[src/rtl/bus_rr.sv]
// bus_rr: multi-host / multi-device interconnect with address decode,
// single-target in-flight tracking and in-order response routing.
// Optional feature: define BUS_RR_ARB_EN for round-robin arbitration;
// without it, the lowest eligible host index wins (fixed priority).
module bus_rr #(
    parameter int NrHosts        = 3,
    parameter int NrDevices      = 2,
    parameter int DataWidth      = 32,
    parameter int AddressWidth   = 32,
    parameter int MaxOutstanding = 4
) (
    input  logic                              clk_i,
    input  logic                              rst_ni,
    input  logic [NrHosts-1:0]                host_req_i,
    output logic [NrHosts-1:0]                host_gnt_o,
    input  logic [NrHosts*AddressWidth-1:0]   host_addr_i,
    input  logic [NrHosts-1:0]                host_we_i,
    input  logic [NrHosts*DataWidth/8-1:0]    host_be_i,
    input  logic [NrHosts*DataWidth-1:0]      host_wdata_i,
    output logic [NrHosts-1:0]                host_rvalid_o,
    output logic [NrHosts*DataWidth-1:0]      host_rdata_o,
    output logic [NrHosts-1:0]                host_err_o,
    output logic [NrDevices-1:0]              device_req_o,
    output logic [NrDevices*AddressWidth-1:0] device_addr_o,
    output logic [NrDevices-1:0]              device_we_o,
    output logic [NrDevices*DataWidth/8-1:0]  device_be_o,
    output logic [NrDevices*DataWidth-1:0]    device_wdata_o,
    input  logic [NrDevices-1:0]              device_rvalid_i,
    input  logic [NrDevices*DataWidth-1:0]    device_rdata_i,
    input  logic [NrDevices-1:0]              device_err_i,
    input  logic [NrDevices*AddressWidth-1:0] cfg_device_addr_base,
    input  logic [NrDevices*AddressWidth-1:0] cfg_device_addr_mask
);

    localparam int HostW = (NrHosts > 1) ? $clog2(NrHosts) : 1;
    localparam int TgtW  = $clog2(NrDevices + 1);
    localparam int PtrW  = (MaxOutstanding > 1) ? $clog2(MaxOutstanding) : 1;
    localparam int CntW  = $clog2(MaxOutstanding + 1);
    localparam int BeW   = DataWidth / 8;

    // Target index NrDevices is the internal error responder.
    localparam logic [TgtW-1:0] ErrTgt  = TgtW'(NrDevices);
    localparam logic [CntW-1:0] MaxCnt  = CntW'(MaxOutstanding);
    localparam logic [PtrW-1:0] LastPtr = PtrW'(MaxOutstanding - 1);

    logic [TgtW-1:0]  host_tgt [NrHosts];
    logic [NrHosts-1:0] eligible;
    logic             gnt_valid;
    logic [HostW-1:0] gnt_idx;
    logic [TgtW-1:0]  gnt_tgt;
    logic             push;
    logic             pop;

    logic [HostW-1:0] fifo_host_q [MaxOutstanding];
    logic [TgtW-1:0]  fifo_tgt_q  [MaxOutstanding];
    logic [PtrW-1:0]  wr_ptr_q, wr_ptr_d;
    logic [PtrW-1:0]  rd_ptr_q, rd_ptr_d;
    logic [CntW-1:0]  count_q, count_d;
    logic [TgtW-1:0]  cur_target_q, cur_target_d;

    logic [HostW-1:0] head_host;
    logic [TgtW-1:0]  head_tgt;
    logic             fifo_empty;
    logic             fifo_has_room;
    logic [DataWidth-1:0] rsp_data;

    assign fifo_empty    = (count_q == '0);
    assign fifo_has_room = (count_q < MaxCnt);
    assign head_host     = fifo_host_q[rd_ptr_q];
    assign head_tgt      = fifo_tgt_q[rd_ptr_q];

    // Address decode per host; iterating downwards lets the lowest matching device win.
    always_comb begin
        for (int h = 0; h < NrHosts; h++) begin
            host_tgt[h] = ErrTgt;
            for (int d = NrDevices - 1; d >= 0; d--) begin
                if ((host_addr_i[h*AddressWidth +: AddressWidth] &
                     cfg_device_addr_mask[d*AddressWidth +: AddressWidth]) ==
                    cfg_device_addr_base[d*AddressWidth +: AddressWidth]) begin
                    host_tgt[h] = TgtW'(d);
                end
            end
        end
    end

    // A host may only join the in-flight set if it targets the same destination,
    // which keeps responses in issue order without per-device reordering.
    // Gating with rst_ni keeps every output quiet while reset is held.
    always_comb begin
        eligible = '0;
        for (int h = 0; h < NrHosts; h++) begin
            eligible[h] = rst_ni && host_req_i[h] && fifo_has_room &&
                          (fifo_empty || (host_tgt[h] == cur_target_q));
        end
    end

`ifdef BUS_RR_ARB_EN
    logic [HostW-1:0] rr_ptr_q;

    // Round-robin pick: search starts one past the last granted host.
    always_comb begin
        int cand;
        gnt_valid = 1'b0;
        gnt_idx   = '0;
        cand      = 0;
        for (int i = 0; i < NrHosts; i++) begin
            cand = (int'(rr_ptr_q) + 1 + i) % NrHosts;
            if (!gnt_valid && eligible[cand]) begin
                gnt_valid = 1'b1;
                gnt_idx   = HostW'(cand);
            end
        end
    end

    // Round-robin pointer only moves when a grant is actually issued.
    always_ff @(posedge clk_i or negedge rst_ni) begin
        if (!rst_ni) begin
            rr_ptr_q <= HostW'(NrHosts - 1);
        end else if (gnt_valid) begin
            rr_ptr_q <= gnt_idx;
        end
    end
`else
    // Fixed priority pick: lowest eligible index wins.
    always_comb begin
        gnt_valid = 1'b0;
        gnt_idx   = '0;
        for (int h = NrHosts - 1; h >= 0; h--) begin
            if (eligible[h]) begin
                gnt_valid = 1'b1;
                gnt_idx   = HostW'(h);
            end
        end
    end
`endif

    assign gnt_tgt = host_tgt[gnt_idx];
    assign push    = gnt_valid;

    // Grant and request forwarding; only the selected device sees the host's fields.
    always_comb begin
        host_gnt_o     = '0;
        device_req_o   = '0;
        device_addr_o  = '0;
        device_we_o    = '0;
        device_be_o    = '0;
        device_wdata_o = '0;
        if (gnt_valid) begin
            host_gnt_o[gnt_idx] = 1'b1;
            for (int d = 0; d < NrDevices; d++) begin
                if (gnt_tgt == TgtW'(d)) begin
                    device_req_o[d] = 1'b1;
                    device_addr_o[d*AddressWidth +: AddressWidth] =
                        host_addr_i[int'(gnt_idx)*AddressWidth +: AddressWidth];
                    device_we_o[d] = host_we_i[gnt_idx];
                    device_be_o[d*BeW +: BeW] = host_be_i[int'(gnt_idx)*BeW +: BeW];
                    device_wdata_o[d*DataWidth +: DataWidth] =
                        host_wdata_i[int'(gnt_idx)*DataWidth +: DataWidth];
                end
            end
        end
    end

    // Response routing from the FIFO head; responses from other devices are dropped.
    always_comb begin
        pop           = 1'b0;
        host_rvalid_o = '0;
        host_err_o    = '0;
        rsp_data      = '0;
        if (!fifo_empty) begin
            if (head_tgt == ErrTgt) begin
                pop                      = 1'b1;
                host_rvalid_o[head_host] = 1'b1;
                host_err_o[head_host]    = 1'b1;
            end else begin
                for (int d = 0; d < NrDevices; d++) begin
                    if ((head_tgt == TgtW'(d)) && device_rvalid_i[d]) begin
                        pop                      = 1'b1;
                        host_rvalid_o[head_host] = 1'b1;
                        host_err_o[head_host]    = device_err_i[d];
                        rsp_data                 = device_rdata_i[d*DataWidth +: DataWidth];
                    end
                end
            end
        end
    end

    assign host_rdata_o = {NrHosts{rsp_data}};

    // Next-state for pointers, occupancy and current target.
    always_comb begin
        wr_ptr_d     = wr_ptr_q;
        rd_ptr_d     = rd_ptr_q;
        count_d      = count_q;
        cur_target_d = cur_target_q;
        if (push) begin
            wr_ptr_d     = (wr_ptr_q == LastPtr) ? '0 : wr_ptr_q + 1'b1;
            cur_target_d = gnt_tgt;
        end
        if (pop) begin
            rd_ptr_d = (rd_ptr_q == LastPtr) ? '0 : rd_ptr_q + 1'b1;
        end
        case ({push, pop})
            2'b10:   count_d = count_q + 1'b1;
            2'b01:   count_d = count_q - 1'b1;
            default: count_d = count_q;
        endcase
    end

    // Tracking state; reset discards every in-flight entry.
    always_ff @(posedge clk_i or negedge rst_ni) begin
        if (!rst_ni) begin
            wr_ptr_q     <= '0;
            rd_ptr_q     <= '0;
            count_q      <= '0;
            cur_target_q <= '0;
            for (int i = 0; i < MaxOutstanding; i++) begin
                fifo_host_q[i] <= '0;
                fifo_tgt_q[i]  <= '0;
            end
        end else begin
            wr_ptr_q     <= wr_ptr_d;
            rd_ptr_q     <= rd_ptr_d;
            count_q      <= count_d;
            cur_target_q <= cur_target_d;
            if (push) begin
                fifo_host_q[wr_ptr_q] <= gnt_idx;
                fifo_tgt_q[wr_ptr_q]  <= gnt_tgt;
            end
        end
    end

endmodule
[config.mk]
export PLATFORM = sky130hd
export DESIGN_NAME = bus_rr
export DESIGN_NICKNAME = d
export VERILOG_FILES = /design/src/rtl/bus_rr.sv
export SDC_FILE = /design/constraint.sdc
export NUM_CORES = 1
export LEC_CHECK = 0
export ABC_AREA = 1
export CORE_AREA = 5 5 254 256
export CTS_CLUSTER_DIAMETER = 60
export CTS_CLUSTER_SIZE = 40
export DETAILED_ROUTE_END_ITERATION = 10
export DIE_AREA = 0 0 259 261
export SLEW_MARGIN = 20
export SYNTH_ARGS = -nofsm -noshare
export SYNTH_HDL_FRONTEND = slang
export SYNTH_SLANG_ARGS = --single-unit
export TNS_END_PERCENT = 50
[constraint.sdc]
create_clock -name clk_i -period 4.5 [get_ports clk_i]
set_input_delay 0.675 -clock clk_i [delete_from_list [all_inputs] [get_ports clk_i]]
set_output_delay 0.675 -clock clk_i [all_outputs]
set_load 0.005 [all_outputs]
==> impl_metrics.env, run 1 <==
export IMPL_irDropWorstVdd_mv=0.361
export IMPL_synth_area_leader_cell="nand2_1"
export IMPL_end_kind="primary output"
export IMPL_maxCapViolations=0
export IMPL_first_pass_iters=5
export IMPL_antenna_found_initial=29
export IMPL_root_buffer="clkbuf_16"
export IMPL_period_minus_slack_ns=4.43
export IMPL_combPwrFrac_pct=88.4
export IMPL_gp_congestion=0.957
export IMPL_synth_distinct_cells=32
export IMPL_io_buffer_count=652
export IMPL_grt_usage_pct=19.6
export IMPL_initial_core_util_pct=15.7
export IMPL_worstReg2RegEnd="count_q[2]$_DFFE_PN0P_"
export IMPL_rows=92
export IMPL_drc=0
export IMPL_cts_sinks=25
export IMPL_wl_per_cell_microns=19.9
export IMPL_worstMarginPinSlew_ns=0.619
export IMPL_crit_start="host_addr_i[37]"
export IMPL_syn2layout_area_growth_pct=98.9
export IMPL_reg2reg_depth=15
export IMPL_cp_arrival_ns=3.76
export IMPL_hold_class="reg2reg"
export IMPL_syn_inst=2089
export IMPL_grt_pass1_vias=14900
export IMPL_async_flop_share_pct=100
export IMPL_synth_most_common_cell="nand2_1"
export IMPL_finalWorstSetupSlack_ns=0.0665
export IMPL_synth_top_family_by_area="simple AND/OR/NAND/NOR gates"
export IMPL_p_seq_share_pct=7.7
export IMPL_clockBufferDepth=2
export IMPL_synth_compound_area_share_pct=3.67
export IMPL_setup_violations=0
export IMPL_p_leak_nw=10.6
export IMPL_gr_total_overflow=0
export IMPL_max_freq_mhz=226
export IMPL_clock_power_share_pct=3.8
export IMPL_synth_top_cells_by_area="nand2_1 34%, nand3_1 21%, nor2_1 7.2%"
export IMPL_finalWirelength_microns=73700
export IMPL_final_nets=3256
export IMPL_synthSimpleGateAreaFrac_pct=71.9
export IMPL_tns_ns=0
export IMPL_timing_rr_start="rd_ptr_q[0]$_DFFE_PN0P_"
export IMPL_ant_nets=0
export IMPL_synth_flop_cell="dfrtp_1"
export IMPL_ctsHoldBuffers=0
export IMPL_slew_limit_headroom_pct=58.5
export IMPL_avgSynthCellArea_sq_um=4.67
export IMPL_synth_xor_xnor_area_share_pct=0.718
export IMPL_r2r_setup_slack_ns=1.13
export IMPL_drt_iter0_markers=1465
export IMPL_cts_htree_levels=1
export IMPL_final_hold_viol_count=0
export IMPL_syn_num_nets=2504
export IMPL_fin_skew_ns=0.00356
export IMPL_yosysTopAreaCellShare_pct=34.0
export IMPL_dp_cells=3652
export IMPL_critPathMaxFanout=6
export IMPL_cts_clk_slew_worst_paths_ns=0.07
export IMPL_cts_buffers=3
export IMPL_power_total_mw=5.37
export IMPL_grt_pass1_wl_microns=99600
export IMPL_synth_area_sq_mm=0.00976
export IMPL_worstPathRequired_ns=3.83
export IMPL_rsz0062_at_grt="true"
export IMPL_switching_share_pct=53.5
export IMPL_fp_dieH_microns=261
export IMPL_status="finished, final reports clean"
export IMPL_intPower_mw=2.50
export IMPL_ios=653
export IMPL_final_cells=3697
export IMPL_vias=16700
export IMPL_crit_path_end="device_req_o[1]"
export IMPL_start_kind="primary input"
export IMPL_clk_latency_ns=0.26
export IMPL_die_area_sq_mm=0.0676
export IMPL_yosys_warnings=0
export IMPL_slew_violations=0
export IMPL_ys_ff_latch=25
export IMPL_p_sw_mw=2.87
export IMPL_die_w_microns=259
export IMPL_place_ws_ns=-1.05
export IMPL_finalCritPeriodShare_pct=98.5
export IMPL_p_per_area_mw_per_mm2=277
export IMPL_core_sq_mm=0.0623
export IMPL_synth_common_cells="884 x nand2_1, 400 x nand3_1, 188 x nor2_1"
export IMPL_critical_path_class="in2out"
export IMPL_synthAdderAreaFrac_pct=0.975
export IMPL_synth_seq_area_share_pct=6.41
export IMPL_synth_mux_area_fraction_pct=0
export IMPL_dp_hpwl_microns=61500
export IMPL_vias_per_cell=4.51
export IMPL_drive_above_1_share_pct=19.5
export IMPL_synth_edff_count=0
export IMPL_cts_tree="built"
export IMPL_grt_max_degree=68
[worst min path at each step]
stage | start | endpoint | slack (ns) | cells past startpoint
after CTS | fifo_tgt_q[3]$_DFFE_PN0P_ | fifo_tgt_q[3]$_DFFE_PN0P_ | 0.49 | 2
final | fifo_host_q[1]$_DFFE_PN0P_ | fifo_host_q[1]$_DFFE_PN0P_ | 0.49 | 2
after global placement | fifo_tgt_q[3]$_DFFE_PN0P_ | fifo_tgt_q[3]$_DFFE_PN0P_ | 0.47 | 2
after global routing | fifo_tgt_q[3]$_DFFE_PN0P_ | fifo_tgt_q[3]$_DFFE_PN0P_ | 0.52 | 2
after floorplan | rst_ni | count_q[0]$_DFFE_PN0P_ | 0.38 | 0
after detailed placement | fifo_tgt_q[3]$_DFFE_PN0P_ | fifo_tgt_q[3]$_DFFE_PN0P_ | 0.47 | 2
[sequential cells by signal (all words and copies together), names as in the netlist]
signal and count:
fifo_host_q 8, fifo_tgt_q 8, count_q 3, cur_target_q 2, rd_ptr_q 2, wr_ptr_q 2
[cell usage in the layout (no fill, tap or decap), types with 19 or more instances in the layout]
master,count
buf_12,23
clkdlybuf4s50_1,290
nor2_1,145
nand2_1,812
buf_4,198
dlygate4sd2_1,128
inv_1,166
a21oi_1,39
nor3_2,26
o21ai_0,19
nor2_2,33
dlymetal6s2s_1,107
nand3_1,377
nand2_2,67
nor3_1,40
nand4_1,84
clkdlybuf4s15_1,32
inv_2,22
dfrtp_1,25
nand3_2,19
clkbuf_2,65
[power by group through the flow]
| stage | Clock, mW | Sequential, mW | Combinational, mW |
|---|---|---|---|
| after floorplan | 0 | 0.379 | 2.20 |
| after global placement | 0 | 0.413 | 4.49 |
| after detailed placement | 0 | 0.415 | 4.52 |
| after CTS | 0.214 | 0.413 | 4.60 |
| after global routing | 0.224 | 0.427 | 5.13 |
| final | 0.206 | 0.416 | 4.75 |
[layout make-up]
type | instances | area [sq um]
fillers | 6974 | 42900
repair buffers | 898 | 8570
multi-input cells | 1721 | 8310
well taps | 846 | 1060
inverters | 192 | 731
flip-flops and latches | 25 | 626
clock buffers | 3 | 75.1
diodes | 11 | 27.5
clock inverters | 1 | 7.51
[routing by layer]
metal | GRT usage, % | routed length (microns) | vias to the layer above
li1 | - | - | 8201
met1 | 24.7 | 30000 | 7535
met2 | 33.9 | 35500 | 813
met3 | 5.12 | 6640 | 106
met4 | 3.84 | 1340 | 24
met5 | 0 | 146 | -
[metrics by stage]
step	area, sq um	hold slack [ns]	utilization [%]
after global routing	19400	0.522	31.2
after CTS	18700	0.490	30.1
after global placement	18400	0.468	29.5
after floorplan	9760	0.379	-
after detailed placement	18400	0.471	29.5
final	19400	0.493	31.2
[cells by family after synthesis]
group           count (synthesis)
flops                          25
buf+inv                       343
fa+ha+maj                       7
compound gates                 67
simple gates                 1639
xor+xnor                        8
[worst max-delay path, cell delays in order]
cell and delay (ns):
dlygate4sd2_1 0.36, nand2_1 0.10, nand2_1 0.10, nand2_1 0.06, nor2_1 0.08, nand2_1 0.06
nor2_2 0.13, nand2_1 0.11, nor2_4 0.12, nand2_2 0.06, nand2_1 0.06, nand2_1 0.06
nor2_2 0.14, buf_4 0.14, o21bai_4 0.07, nand3_4 0.13, buf_4 0.13, nand3_2 0.09
nand2_4 0.12, buf_6 0.14, nand2_8 0.09, buf_12 0.16, inv_1 0.05, clkdlybuf4s50_1 0.49
[timing repair]
| action | CTS | global route |
|---|---|---|
| pin swaps | 24 | 73 |
| buffers inserted | 12 | 16 |
| resized for setup | 448 | 401 |
| endpoints found under the hold margin | 0 | 0 |
| setup endpoints to repair | 142 | 142 |
| gates cloned | 2 | 2 |
(Power assumes the default switching activity.)
==> inputs of run 2 (changes only) <==
--- a/config.mk
+++ b/config.mk
@@ -8,7 +8,7 @@
 export ABC_AREA = 1
 export CORE_AREA = 5 5 254 256
 export CTS_CLUSTER_DIAMETER = 60
-export CTS_CLUSTER_SIZE = 40
+export CTS_CLUSTER_SIZE = 20
 export DETAILED_ROUTE_END_ITERATION = 10
 export DIE_AREA = 0 0 259 261
 export SLEW_MARGIN = 20
==> results of run 2 <==
Final layout, timing and power as in run 1 (identical DEF).
